==> config.mk <==
export PLATFORM = sky130hd
export DESIGN_NAME = ref_sync_meter
export DESIGN_NICKNAME = d
export VERILOG_FILES = /design/src/rtl/ref_sync_pkg.sv /design/src/rtl/ref_sync_chan.sv /design/src/rtl/ref_sync_meter.sv
export SDC_FILE = /design/constraint.sdc
export NUM_CORES = 1
export LEC_CHECK = 0
export BUFFER_PORTS_ARGS = -buffer_cell sky130_fd_sc_hd__buf_2
export CAP_MARGIN = 0
export CORE_ASPECT_RATIO = 1.4
export CORE_MARGIN = 3
export CORE_UTILIZATION = 55
export DETAILED_ROUTE_END_ITERATION = 7
export GPL_ROUTABILITY_DRIVEN = 0
export GPL_TIMING_DRIVEN = 0
export PLACE_DENSITY = 0.88
export SYNTH_ARGS = -nofsm -noshare
export SYNTH_HDL_FRONTEND = slang
export SYNTH_SLANG_ARGS = --single-unit
==> constraint.sdc <==
create_clock -name clk -period 5 [get_ports clk]
set_input_delay 0 -clock clk [delete_from_list [all_inputs] [get_ports clk]]
set_output_delay 0 -clock clk [all_outputs]
set_load 0.005 [all_outputs]
==> src/rtl/ref_sync_pkg.sv <==
// ============================================================================
// Module   : ref_sync_pkg
// Purpose  : Shared types and default widths for the multi-channel reference
//            synchroniser (ref_sync_meter / ref_sync_chan).
// Revision : 1.0 - initial release
// ============================================================================
`default_nettype none

package ref_sync_pkg;

  // Per-channel alignment state: IDLE counts harmonic edges, ARMED waits for
  // the first qualifying edge after a second pulse.
  typedef enum logic [0:0] {
    IDLE  = 1'b0,
    ARMED = 1'b1
  } chan_state_t;

  localparam int unsigned DEF_NCH     = 4;
  localparam int unsigned DEF_ADC_CH  = 16;
  localparam int unsigned DEF_GARM_W  = 24;
  localparam int unsigned DEF_LAG_W   = 16;
  localparam int unsigned DEF_MEAS_W  = 6;
  localparam int unsigned DEF_DGL_LEN = 4;

  // Value reported in lag_fix when the sync had to be forced.
  localparam logic [DEF_LAG_W-1:0] LAG_SAT = '1;

endpackage

`default_nettype wire

==> src/rtl/ref_sync_chan.sv <==
// ============================================================================
// Module   : ref_sync_chan
// Purpose  : One reference channel: sample select, optional deglitch, edge
//            detect, IDLE/ARMED alignment FSM, lag/period/seconds counters.
// Config   : REF_SYNC_DEGLITCH_EN - require DGL_LEN equal raw samples before
//            accepting a new sign (adds DGL_LEN clocks of latency).
// Revision : 1.0 - initial release
// ============================================================================
`default_nettype none

module ref_sync_chan
  import ref_sync_pkg::*;
#(
  parameter int unsigned ADC_CH  = DEF_ADC_CH,
  parameter int unsigned SEL_W   = $clog2(ADC_CH),
  parameter int unsigned GARM_W  = DEF_GARM_W,
  parameter int unsigned LAG_W   = DEF_LAG_W,
  parameter int unsigned MEAS_W  = DEF_MEAS_W,
  parameter int unsigned DGL_LEN = DEF_DGL_LEN
) (
  input  logic                clk,
  input  logic                rst,
  input  logic [2*ADC_CH-1:0] adc_data,
  input  logic                sec_pulse,
  input  logic                en,
  input  logic                edge_sel,
  input  logic [SEL_W-1:0]    sel,
  input  logic [LAG_W-1:0]    timeout_lim,
  output logic                sync_out,
  output logic                fix_stb,
  output logic [LAG_W-1:0]    lag_fix,
  output logic [GARM_W-1:0]   garm_fix,
  output logic [MEAS_W-1:0]   meas_fix,
  output logic                timeout
);

  if (DGL_LEN < 1) begin : g_dgl_check
    $error("ref_sync_chan: DGL_LEN must be at least 1");
  end

  logic        raw_sign;
  logic        sign_in;
  logic        sign_s1;
  logic        sign_s2;
  logic        edge_det;

  chan_state_t           state;
  logic [LAG_W-1:0]      lag_cnt;
  logic [GARM_W-1:0]     garm_cnt;
  logic [GARM_W-1:0]     garm_next;
  logic [MEAS_W-1:0]     meas_cnt;

  // Sign bit of sample k lives at bit 2k+1.
  assign raw_sign = adc_data[{sel, 1'b1}];

`ifdef REF_SYNC_DEGLITCH_EN
  localparam int unsigned DGL_CW = (DGL_LEN > 1) ? $clog2(DGL_LEN) : 1;

  logic [DGL_CW-1:0] dgl_cnt;
  logic              dgl_sign;

  // Accept a new sign only after DGL_LEN consecutive samples disagree with it.
  always_ff @(posedge clk) begin
    if (rst) begin
      dgl_cnt  <= '0;
      dgl_sign <= 1'b0;
    end else if (raw_sign == dgl_sign) begin
      dgl_cnt  <= '0;
    end else if (dgl_cnt == DGL_CW'(DGL_LEN - 1)) begin
      dgl_sign <= raw_sign;
      dgl_cnt  <= '0;
    end else begin
      dgl_cnt  <= dgl_cnt + 1'b1;
    end
  end

  assign sign_in = dgl_sign;
`else
  assign sign_in = raw_sign;
`endif

  // Two-stage sign history for edge detection.
  always_ff @(posedge clk) begin
    if (rst) begin
      sign_s1 <= 1'b0;
      sign_s2 <= 1'b0;
    end else begin
      sign_s1 <= sign_in;
      sign_s2 <= sign_s1;
    end
  end

  assign edge_det  = edge_sel ? (sign_s1 & ~sign_s2) : (~sign_s1 & sign_s2);
  assign garm_next = (edge_det && (garm_cnt != '1)) ? garm_cnt + 1'b1 : garm_cnt;

  // Alignment FSM with its counters and registered outputs.
  always_ff @(posedge clk) begin
    if (rst) begin
      state    <= IDLE;
      lag_cnt  <= '0;
      garm_cnt <= '0;
      meas_cnt <= '0;
      sync_out <= 1'b0;
      fix_stb  <= 1'b0;
      lag_fix  <= '0;
      garm_fix <= '0;
      meas_fix <= '0;
      timeout  <= 1'b0;
    end else begin
      sync_out <= 1'b0;
      fix_stb  <= 1'b0;
      if (!en) begin
        state <= IDLE;
      end else if (sec_pulse) begin
        // A coincident edge is counted but can never be the sync edge.
        garm_fix <= garm_next;
        garm_cnt <= garm_next;
        meas_fix <= meas_cnt;
        meas_cnt <= meas_cnt + 1'b1;
        lag_cnt  <= '0;
        state    <= ARMED;
        if (state == ARMED) begin
          timeout <= 1'b1;
        end
      end else if (state == ARMED) begin
        if (edge_det) begin
          sync_out <= 1'b1;
          fix_stb  <= 1'b1;
          lag_fix  <= lag_cnt;
          garm_cnt <= '0;
          timeout  <= 1'b0;
          state    <= IDLE;
        end else if ((timeout_lim != '0) && (lag_cnt == (timeout_lim - LAG_W'(1)))) begin
          sync_out <= 1'b1;
          fix_stb  <= 1'b1;
          lag_fix  <= '1;
          timeout  <= 1'b1;
          state    <= IDLE;
        end else if (lag_cnt != '1) begin
          lag_cnt  <= lag_cnt + 1'b1;
        end
      end else begin
        garm_cnt <= garm_next;
      end
    end
  end

endmodule

`default_nettype wire

==> src/rtl/ref_sync_meter.sv <==
// ============================================================================
// Module   : ref_sync_meter
// Purpose  : NCH-channel reference-input interpreter: aligns a sync pulse to
//            a selected ADC sign edge after each second pulse and measures
//            lag, harmonic periods per second and a seconds count.
// Config   : REF_SYNC_DEGLITCH_EN - enables the per-channel sign deglitcher.
// Revision : 1.0 - initial release
// ============================================================================
`default_nettype none

module ref_sync_meter
  import ref_sync_pkg::*;
#(
  parameter int unsigned NCH     = DEF_NCH,
  parameter int unsigned ADC_CH  = DEF_ADC_CH,
  parameter int unsigned SEL_W   = $clog2(ADC_CH),
  parameter int unsigned GARM_W  = DEF_GARM_W,
  parameter int unsigned LAG_W   = DEF_LAG_W,
  parameter int unsigned MEAS_W  = DEF_MEAS_W,
  parameter int unsigned DGL_LEN = DEF_DGL_LEN
) (
  input  logic                  clk,
  input  logic                  rst,
  input  logic [2*ADC_CH-1:0]   adc_data,
  input  logic                  sec_pulse,
  input  logic [NCH-1:0]        cfg_en,
  input  logic [NCH-1:0]        cfg_edge,
  input  logic [NCH*SEL_W-1:0]  cfg_sel,
  input  logic [LAG_W-1:0]      cfg_timeout,
  output logic [NCH-1:0]        sync_out,
  output logic [NCH-1:0]        fix_stb,
  output logic [NCH*LAG_W-1:0]  lag_fix,
  output logic [NCH*GARM_W-1:0] garm_fix,
  output logic [NCH*MEAS_W-1:0] meas_fix,
  output logic [NCH-1:0]        timeout
);

  for (genvar ch = 0; ch < NCH; ch++) begin : g_chan
    ref_sync_chan #(
      .ADC_CH  (ADC_CH),
      .SEL_W   (SEL_W),
      .GARM_W  (GARM_W),
      .LAG_W   (LAG_W),
      .MEAS_W  (MEAS_W),
      .DGL_LEN (DGL_LEN)
    ) u_chan (
      .clk         (clk),
      .rst         (rst),
      .adc_data    (adc_data),
      .sec_pulse   (sec_pulse),
      .en          (cfg_en[ch]),
      .edge_sel    (cfg_edge[ch]),
      .sel         (cfg_sel[ch*SEL_W +: SEL_W]),
      .timeout_lim (cfg_timeout),
      .sync_out    (sync_out[ch]),
      .fix_stb     (fix_stb[ch]),
      .lag_fix     (lag_fix[ch*LAG_W +: LAG_W]),
      .garm_fix    (garm_fix[ch*GARM_W +: GARM_W]),
      .meas_fix    (meas_fix[ch*MEAS_W +: MEAS_W]),
      .timeout     (timeout[ch])
    );
  end

endmodule

`default_nettype wire

==> results of run 1 <==
-- state kept, by name, indices dropped and copies added, names as in the netlist --
register                count
g_chan.u_chan.garm_cnt     96
g_chan.u_chan.garm_fix     96
g_chan.u_chan.lag_cnt      64
g_chan.u_chan.lag_fix      64
g_chan.u_chan.meas_cnt     24
g_chan.u_chan.meas_fix     24
g_chan.u_chan.sign_s1       4
g_chan.u_chan.sign_s2       4
g_chan.u_chan.state         4
g_chan.u_chan.sync_out      4
g_chan.u_chan.timeout       4
-- cell usage after synthesis (10+ instances only) --
cell type | n | area share
xor2_1 | 73 | 0.033
xnor2_1 | 107 | 0.049
or4_1 | 17 | 0.0067
nand2b_1 | 13 | 0.0043
nand4_1 | 39 | 0.013
a21oi_1 | 141 | 0.037
o21ai_0 | 139 | 0.036
clkbuf_1 | 127 | 0.025
a31oi_1 | 23 | 0.0075
nor2_1 | 228 | 0.045
or3_1 | 36 | 0.012
and4_1 | 16 | 0.0073
nand3_1 | 77 | 0.020
o221a_2 | 61 | 0.036
a211oi_1 | 72 | 0.028
buf_1 | 11 | 0.0022
nor4_1 | 15 | 0.0049
buf_2 | 14 | 0.0037
inv_1 | 30 | 0.0059
buf_4 | 13 | 0.0051
o211ai_1 | 12 | 0.0047
mux4_2 | 20 | 0.024
nor2b_1 | 20 | 0.0065
mux2i_1 | 10 | 0.0052
ha_1 | 13 | 0.0085
and2_1 | 30 | 0.0098
o31ai_1 | 18 | 0.0071
a311oi_1 | 16 | 0.0073
nand2_1 | 246 | 0.048
dfxtp_1 | 388 | 0.41
nor3_1 | 50 | 0.013
and3_1 | 52 | 0.017
-- worst register-to-register path: stages (launching register included) --
cell	delay, ns
dfxtp_1	0.31
clkbuf_1	0.26
nand3_1	0.25
or4_1	0.66
o41ai_1	1.08
nor2_1	0.29
nand3_1	0.25
xor2_1	0.12
a211oi_1	0.30
-- kinds of logic after synthesis --
kind of cell               Yosys count  share of synthesized area
DFF                                388                      0.406
muxes                               30                     0.0288
and+or+nand+nor                    875                      0.224
xor gates and xnor gates           184                     0.0872
AOI/OAI and AO/OA                  564                      0.201
buffers and inverters              199                     0.0435
adders and majority gates           14                    0.00903
-- per-layer routing --
metal  share of wire  GRT usage  vias to the layer above
met5               0          0                        -
met4           0.077      0.213                        0
met3           0.089     0.0596                      297
met2            0.48      0.542                     1080
met1            0.35      0.347                     9058
li1                -          -                     8744
-- timing repair --
action / in CTS / in global routing
hold buffers: 13 / 0
endpoints found under the hold margin: 14 / 0
setup buffers: 0 / 0
-- path summary, 6_finish.rpt --
kind                                      from                             to  slack [ns]  cells past startpoint
setup / recovery                cfg_timeout[0]   g_chan[1].u_chan.lag_fix[10]        1.31                     15
setup reg to reg  g_chan[2].u_chan.garm_cnt[5]  g_chan[2].u_chan.garm_fix[21]        1.39                      8
hold / removal                       sec_pulse    g_chan[3].u_chan.lag_cnt[1]        0.11                      4
hold reg to reg   g_chan[3].u_chan.meas_fix[3]   g_chan[3].u_chan.meas_fix[3]        0.46                      2
-- area by class of cell --
class	instances	area [sq um]
fill	2771	11900
multi-input combinational	1667	10500
sequential	388	7770
timing repair buffer	260	1370
clock buffer	47	1020
buffer	167	712
tap	451	564
clock inverter	18	239
inverter	32	120
-- power by group through the flow --
stage / combinational (mW) / sequential [mW] / clock, mW
global placement: 0.563 / 3.26 / 0
global route: 0.661 / 3.20 / 3.10
CTS: 0.599 / 3.20 / 2.98
finish: 0.612 / 3.20 / 2.97
floorplan: 0.353 / 3.26 / 0
detailed placement: 0.580 / 3.26 / 0
==> key figures, run 1 <==
Run status
  – Status: finished, final reports clean

Placed design
  – Post-DP HPWL: 44.1 mm
  – # port buffers: 246
  – Inst Count DP: 2951
  – Post-DP Area: 0.0209 sq mm
  – Setup WS pre-CTS: 0.860 ns

Floorplan
  – Die Y: 227 um
  – Initial Utilization: 0.559
  – # rows: 80
  – Core area: 0.0342 sq mm
  – IO Pins: 271
  – Die Width: 164 um
  – Die area: 0.0371 sq mm

Worst setup path
  – Worst EP required: 5.48 ns
  – Critical-path top delay cell: or4_1
  – Endpoint kind of the worst setup timing path: flip-flop
  – Crit Path Class: primary input to flip-flop
  – Crit path top cell by count: buf_2
  – CP Data Arrival Time: 4.17 ns
  – Critical Path Fanout Max: 10
  – Critical path's top delay family: simple AND/OR/NAND/NOR gates
  – CP startpoint kind: primary input
  – Buf/Inv on CP: 6
  – Max incr delay on CP: 0.56 ns
  – CP cell instances: buf_2, inv_1, ha_1, or3b_1, buf_2, or4_1, buf_2, xor2_1, xor2_1, nand4b_1, or4_1, clkbuf_1, a21oi_2, clkbuf_1, o221a_2

Finish
  – Finished Core Util: 0.652
  – Commonest non-fill, non-tap cells in the layout: 388 x dfxtp_1, 260 x buf_2, 246 x nand2_1
  – Commonest non-fill, non-tap cell in the layout: dfxtp_1
  – Finished Layout Cells: 3030
  – Fin nets: 2641
  – Post-route cell area: 0.0223 sq mm
  – Layout cells sized above 1: 0.169
  – Ant diodes: 0
  – Area growth, synth to finish: 16.7%

Pwr
  – Leak: 8.45 nW
  – Sequential power share: 0.472
  – PD cells: 304 mW/mm^2
  – Peak VDD IR: 0.225 mV
  – Sw Ratio: 0.248
  – Overall power: 6.77 mW
  – Combinational fraction of design power: 0.090
  – Clock network power share: 0.438
  – Internal cell power: 5.10 mW
  – Switching power: 1.68 mW

Timing
  – Hold Violations, Final: 0
  – WHS: 0.112 ns
  – Worst-Margin Slew: 1.23 ns
  – Final Skew: 0.0169 ns
  – Final setup viols: 0
  – Final period util: 0.738
  – Fin worst setup slack: 1.31 ns
  – RSZ-0062 raised after global routing: no
  – Post-Route Setup TNS: 0 ns
  – Final slew viol count: 0
  – Min Tclk post-route: 3.69 ns
  – Fmax: 0.271 GHz
  – Max_slew headroom: 0.173

CTS
  – CTS Sinks: 388
  – H-Tree Depth: 2
  – CTS tree: yes
  – Deepest clock path buffer count: 3
  – TritonCTS Buffers: 37
  – Root Driver: clkbuf_16
  – CTS resizes: 0
  – Clock transition at path regs: 0.06 ns
  – Clock Latency Late Sink: 0.54 ns

Detailed routing
  – Final ANT Viol Nets: 0
  – Drt via density: 6.33
  – Avg WL per Cell: 19.9 um
  – Total number of vias: 19200
  – 1st-pass router iterations: 6
  – DRC viols: 0
  – Initial drt markers: 1969
  – Routed wire length: 60.4 mm

Synthesis
  – Synth async-reset ratio: 0
  – Synth cell types: 90
  – Synth Flop Type: dfxtp_1
  – Warnings, synthesis: 0
  – Mapped Avg Cell Area: 8.48 sq um
  – Cell Area, Synth: 0.0191 sq mm
  – Flop and latch count out of synthesis: 388
  – Syn Nets: 2342
  – Post-synthesis sequential area ratio: 0.406
  – Cells after Synth: 2254
  – Post-synth EDFFs: 0

Run
  – Max_cap viols: 0

GRT
  – Grt total ovfl: 0
  – Vias in the first global route: 18300
  – First-pass GRT wire length: 94.2 mm
  – Total track usage: 0.313
  – Initial antenna violation count: 0
  – Largest net degree at the start of global routing: 17

Worst hold path
  – Worst hold path class: primary input to flip-flop
(Power assumes the default switching activity.)
==> inputs of run 2 (changes only) <==
--- a/config.mk
+++ b/config.mk
@@ -9,11 +9,11 @@
 export CAP_MARGIN = 0
 export CORE_ASPECT_RATIO = 1.4
 export CORE_MARGIN = 3
-export CORE_UTILIZATION = 55
+export CORE_UTILIZATION = 52
 export DETAILED_ROUTE_END_ITERATION = 7
 export GPL_ROUTABILITY_DRIVEN = 0
 export GPL_TIMING_DRIVEN = 0
-export PLACE_DENSITY = 0.88
+export PLACE_DENSITY = 0.87
 export SYNTH_ARGS = -nofsm -noshare
 export SYNTH_HDL_FRONTEND = slang
 export SYNTH_SLANG_ARGS = --single-unit
==> constraint.sdc (replaced) <==
create_clock -name clk -period 3.35 [get_ports clk]
set_input_delay 0 -clock clk [delete_from_list [all_inputs] [get_ports clk]]
set_output_delay 0 -clock clk [all_outputs]
set_load 0.005 [all_outputs]
==> key figures, run 2 (synthesis results as in run 1) <==
GRT
  – Total track usage: 0.299 (-0.0140)
  – Grt total ovfl: 0 (unchanged)
  – First-pass GRT wire length: 95.5 mm (+1.4%)
  – Vias in the first global route: 18300 (-0.16%)
  – Initial antenna violation count: 1 (+1)
  – Largest net degree at the start of global routing: 18 (+1)
  – GR met1 Demand/Resource: 0.330 (-0.0172)
  – Met3 Usage GRT: 0.0620 (+0.00246)
  – Met2 Resource Use GR: 0.515 (-0.0267)
  – Busiest grt layer: met2

Worst setup path
  – Max incr delay on CP: 0.46 ns (-0.10 ns)
  – Worst EP required: 3.83 ns (-1.65 ns)
  – Endpoint kind of the worst setup timing path: flip-flop
  – CP cell instances: buf_2, inv_1, ha_2, or3b_1, buf_2, or3_1, nor2_1, xor2_1, a2111oi_0, nand4_1, nor2b_1, nor3_4, buf_4, o221a_2
  – Critical path's top delay family: simple AND/OR/NAND/NOR gates
  – CP startpoint kind: primary input
  – Critical Path Fanout Max: 10 (unchanged)
  – Crit path top cell by count: buf_2
  – Critical-path top delay cell: nor2_1
  – Crit Path Class: primary input to flip-flop
  – Buf/Inv on CP: 4 (-2)
  – CP Data Arrival Time: 3.79 ns (-0.38 ns)

CTS
  – Clock Latency Late Sink: 0.55 ns (about the same)
  – Deepest clock path buffer count: 3 (unchanged)
  – Root Driver: clkbuf_16
  – Clock transition at path regs: 0.06 ns (about the same)
  – H-Tree Depth: 2 (unchanged)
  – CTS tree: yes
  – TritonCTS Buffers: 37 (unchanged)
  – CTS Sinks: 388 (unchanged)

Finish
  – Fin nets: 2650 (+0.34%)
  – Ant diodes: 0 (unchanged)
  – Post-route cell area: 0.0226 sq mm (+1.3%)
  – Area growth, synth to finish: 18.2%
  – Commonest non-fill, non-tap cell in the layout: dfxtp_1
  – Commonest non-fill, non-tap cells in the layout: 388 x dfxtp_1, 259 x buf_2, 244 x nand2_1
  – Largest regs: g_chan.u_chan.garm_cnt: 96 flops, g_chan.u_chan.garm_fix: 96 flops
  – Fillers: 2901 (+4.7%)
  – Layout cells sized above 1: 0.180 (+0.0104)

Placed design
  – Setup WS pre-CTS: -0.705 ns (-1.57 ns)
  – # port buffers: 246 (unchanged)
  – Post-DP Area: 0.0210 sq mm (+0.23%)
  – Post-DP HPWL: 44.9 mm (+1.8%)

Pwr
  – Internal cell power: 7.78 mW (+53%)
  – PD cells: 456 mW/mm^2 (+50%)
  – Sw Ratio: 0.245 (-0.00232)
  – Combinational fraction of design power: 0.090 (about the same)
  – Switching power: 2.53 mW (+51%)
  – Overall power: 10.3 mW (+52%)
  – Peak VDD IR: 0.378 mV (+68%)
  – Clock network power share: 0.448 (+0.010)
  – Sequential power share: 0.463 (-0.009)
  – Leak: 8.58 nW (+1.5%)

Timing
  – Hold Violations, Final: 0 (unchanged)
  – Final setup viols: 0 (unchanged)
  – Worst-Margin Slew: 1.12 ns (-0.100 ns)
  – Final period util: 0.987
  – Min Tclk post-route: 3.31 ns
  – Final slew viol count: 0 (unchanged)
  – Final Skew: 0.0168 ns (-0.0000436 ns)
  – Max_slew headroom: 0.250 (+0.0775)
  – Post-Route Setup TNS: 0 ns (unchanged)
  – Fin worst setup slack: 0.0421 ns (-1.27 ns)
  – Fmax: 0.302 GHz

Floorplan
  – Die area: 0.0391 sq mm (+5.6%)
  – # rows: 82 (+2.5%)
  – Die Y: 233 um (+2.8%)
  – Die Width: 168 um (+2.7%)
  – Initial Utilization: 0.531 (-0.0276)
  – Core area: 0.0360 sq mm (+5.2%)
  – IO Pins: 271 (unchanged)

Detailed routing
  – Initial drt markers: 2039 (+3.6%)
  – Avg WL per Cell: 20.2 um (+1.2%)
  – 1st-pass router iterations: 6 (unchanged)
  – Final ANT Viol Nets: 0 (unchanged)
  – DRC viols: 0 (unchanged)
  – Drt via density: 6.28 (-0.74%)
  – Total number of vias: 19200 (+0.010%)
  – Routed wire length: 61.5 mm (+2.0%)

Worst hold path
  – Worst hold path class: primary input to flip-flop

Run status
  – Status: finished, final reports clean

Run
  – Max_cap viols: 0 (unchanged)
[run 2: changes by cell type in the layout (fill, tap and decap cells not counted), sizes merged]
cell | previous run | this run
clkbuf | 175 | 176
clkinvlp | 2 | 1
buf | 286 | 296
bufinv | 5 | 6
clkinv | 10 | 11
[run 2: power groups by stage]
| stage | sequential (mW) | combinational (mW) | clock (mW) |
|---|---|---|---|
| after floorplan | 4.87 | 0.529 | 0 |
| after global placement | 4.87 | 0.844 | 0 |
| after detailed placement | 4.87 | 0.874 | 0 |
| after CTS | 4.77 | 0.902 | 4.62 |
| after global routing | 4.78 | 1.00 | 4.80 |
| final | 4.77 | 0.927 | 4.61 |
[run 2: layout make-up]
type                    count  area [sq um]  share of cell area
well taps                 462           578              0.0256
repair buffers            269          1440              0.0636
clock buffers              49          1070              0.0475
plain buffers             167           729              0.0323
flip-flops and latches    388          7770               0.344
multi-input cells        1667         10600               0.471
clock inverters            19           259              0.0115
inverters                  32           120             0.00531
[run 2: path summary, 6_finish.rpt]
path / startpoint / endpoint / slack [ns] / cells past startpoint
worst max register to register: g_chan[0].u_chan.lag_cnt[2] / g_chan[0].u_chan.lag_fix[8] / 0.15 / 11
worst min-delay path: sec_pulse / g_chan[1].u_chan.lag_cnt[1] / 0.11 / 4
worst max-delay path: cfg_timeout[0] / g_chan[3].u_chan.lag_fix[14] / 0.04 / 14
worst min register to register: g_chan[2].u_chan.meas_fix[1] / g_chan[2].u_chan.meas_fix[1] / 0.47 / 2
[run 2: worst reg2reg max path: cells and delay by family, from the launching register on]
family	cells	cell delay [ns]
AOI/OAI and AO/OA	3	0.63
buffers and inverters	3	0.67
xor gates and xnor gates	1	0.21
DFF	1	0.31
and+or+nand+nor	4	1.33
[run 2: per-stage QoR]
| step | hold WS [ns] | utilization | cells |
|---|---|---|---|
| 3_5_place_dp | 0.353 | 0.582 | 2962 |
| 2_1_floorplan | 0.164 | - | 2254 |
| 3_3_place_gp | 0.350 | 0.582 | 2962 |
| 4_1_cts | 0.0829 | 0.624 | 3045 |
| 6_report | 0.106 | 0.628 | 3053 |
| 5_1_grt | 0.112 | 0.628 | 3053 |
[run 2: timing repair]
action,CTS,global route
setup buffers,2,8
endpoints found under the hold margin,15,0
setup endpoints to repair,20,98
hold buffers,13,0
gates resized for setup,3,22
pin swaps,2,4
[run 2: metal layers]
| layer | vias up | wire length [um] |
|---|---|---|
| met2 | 1026 | 30000 |
| met1 | 9060 | 21600 |
| met3 | 323 | 5060 |
| li1 | 8770 | - |
| met4 | 2 | 4890 |
| met5 | - | 34 |
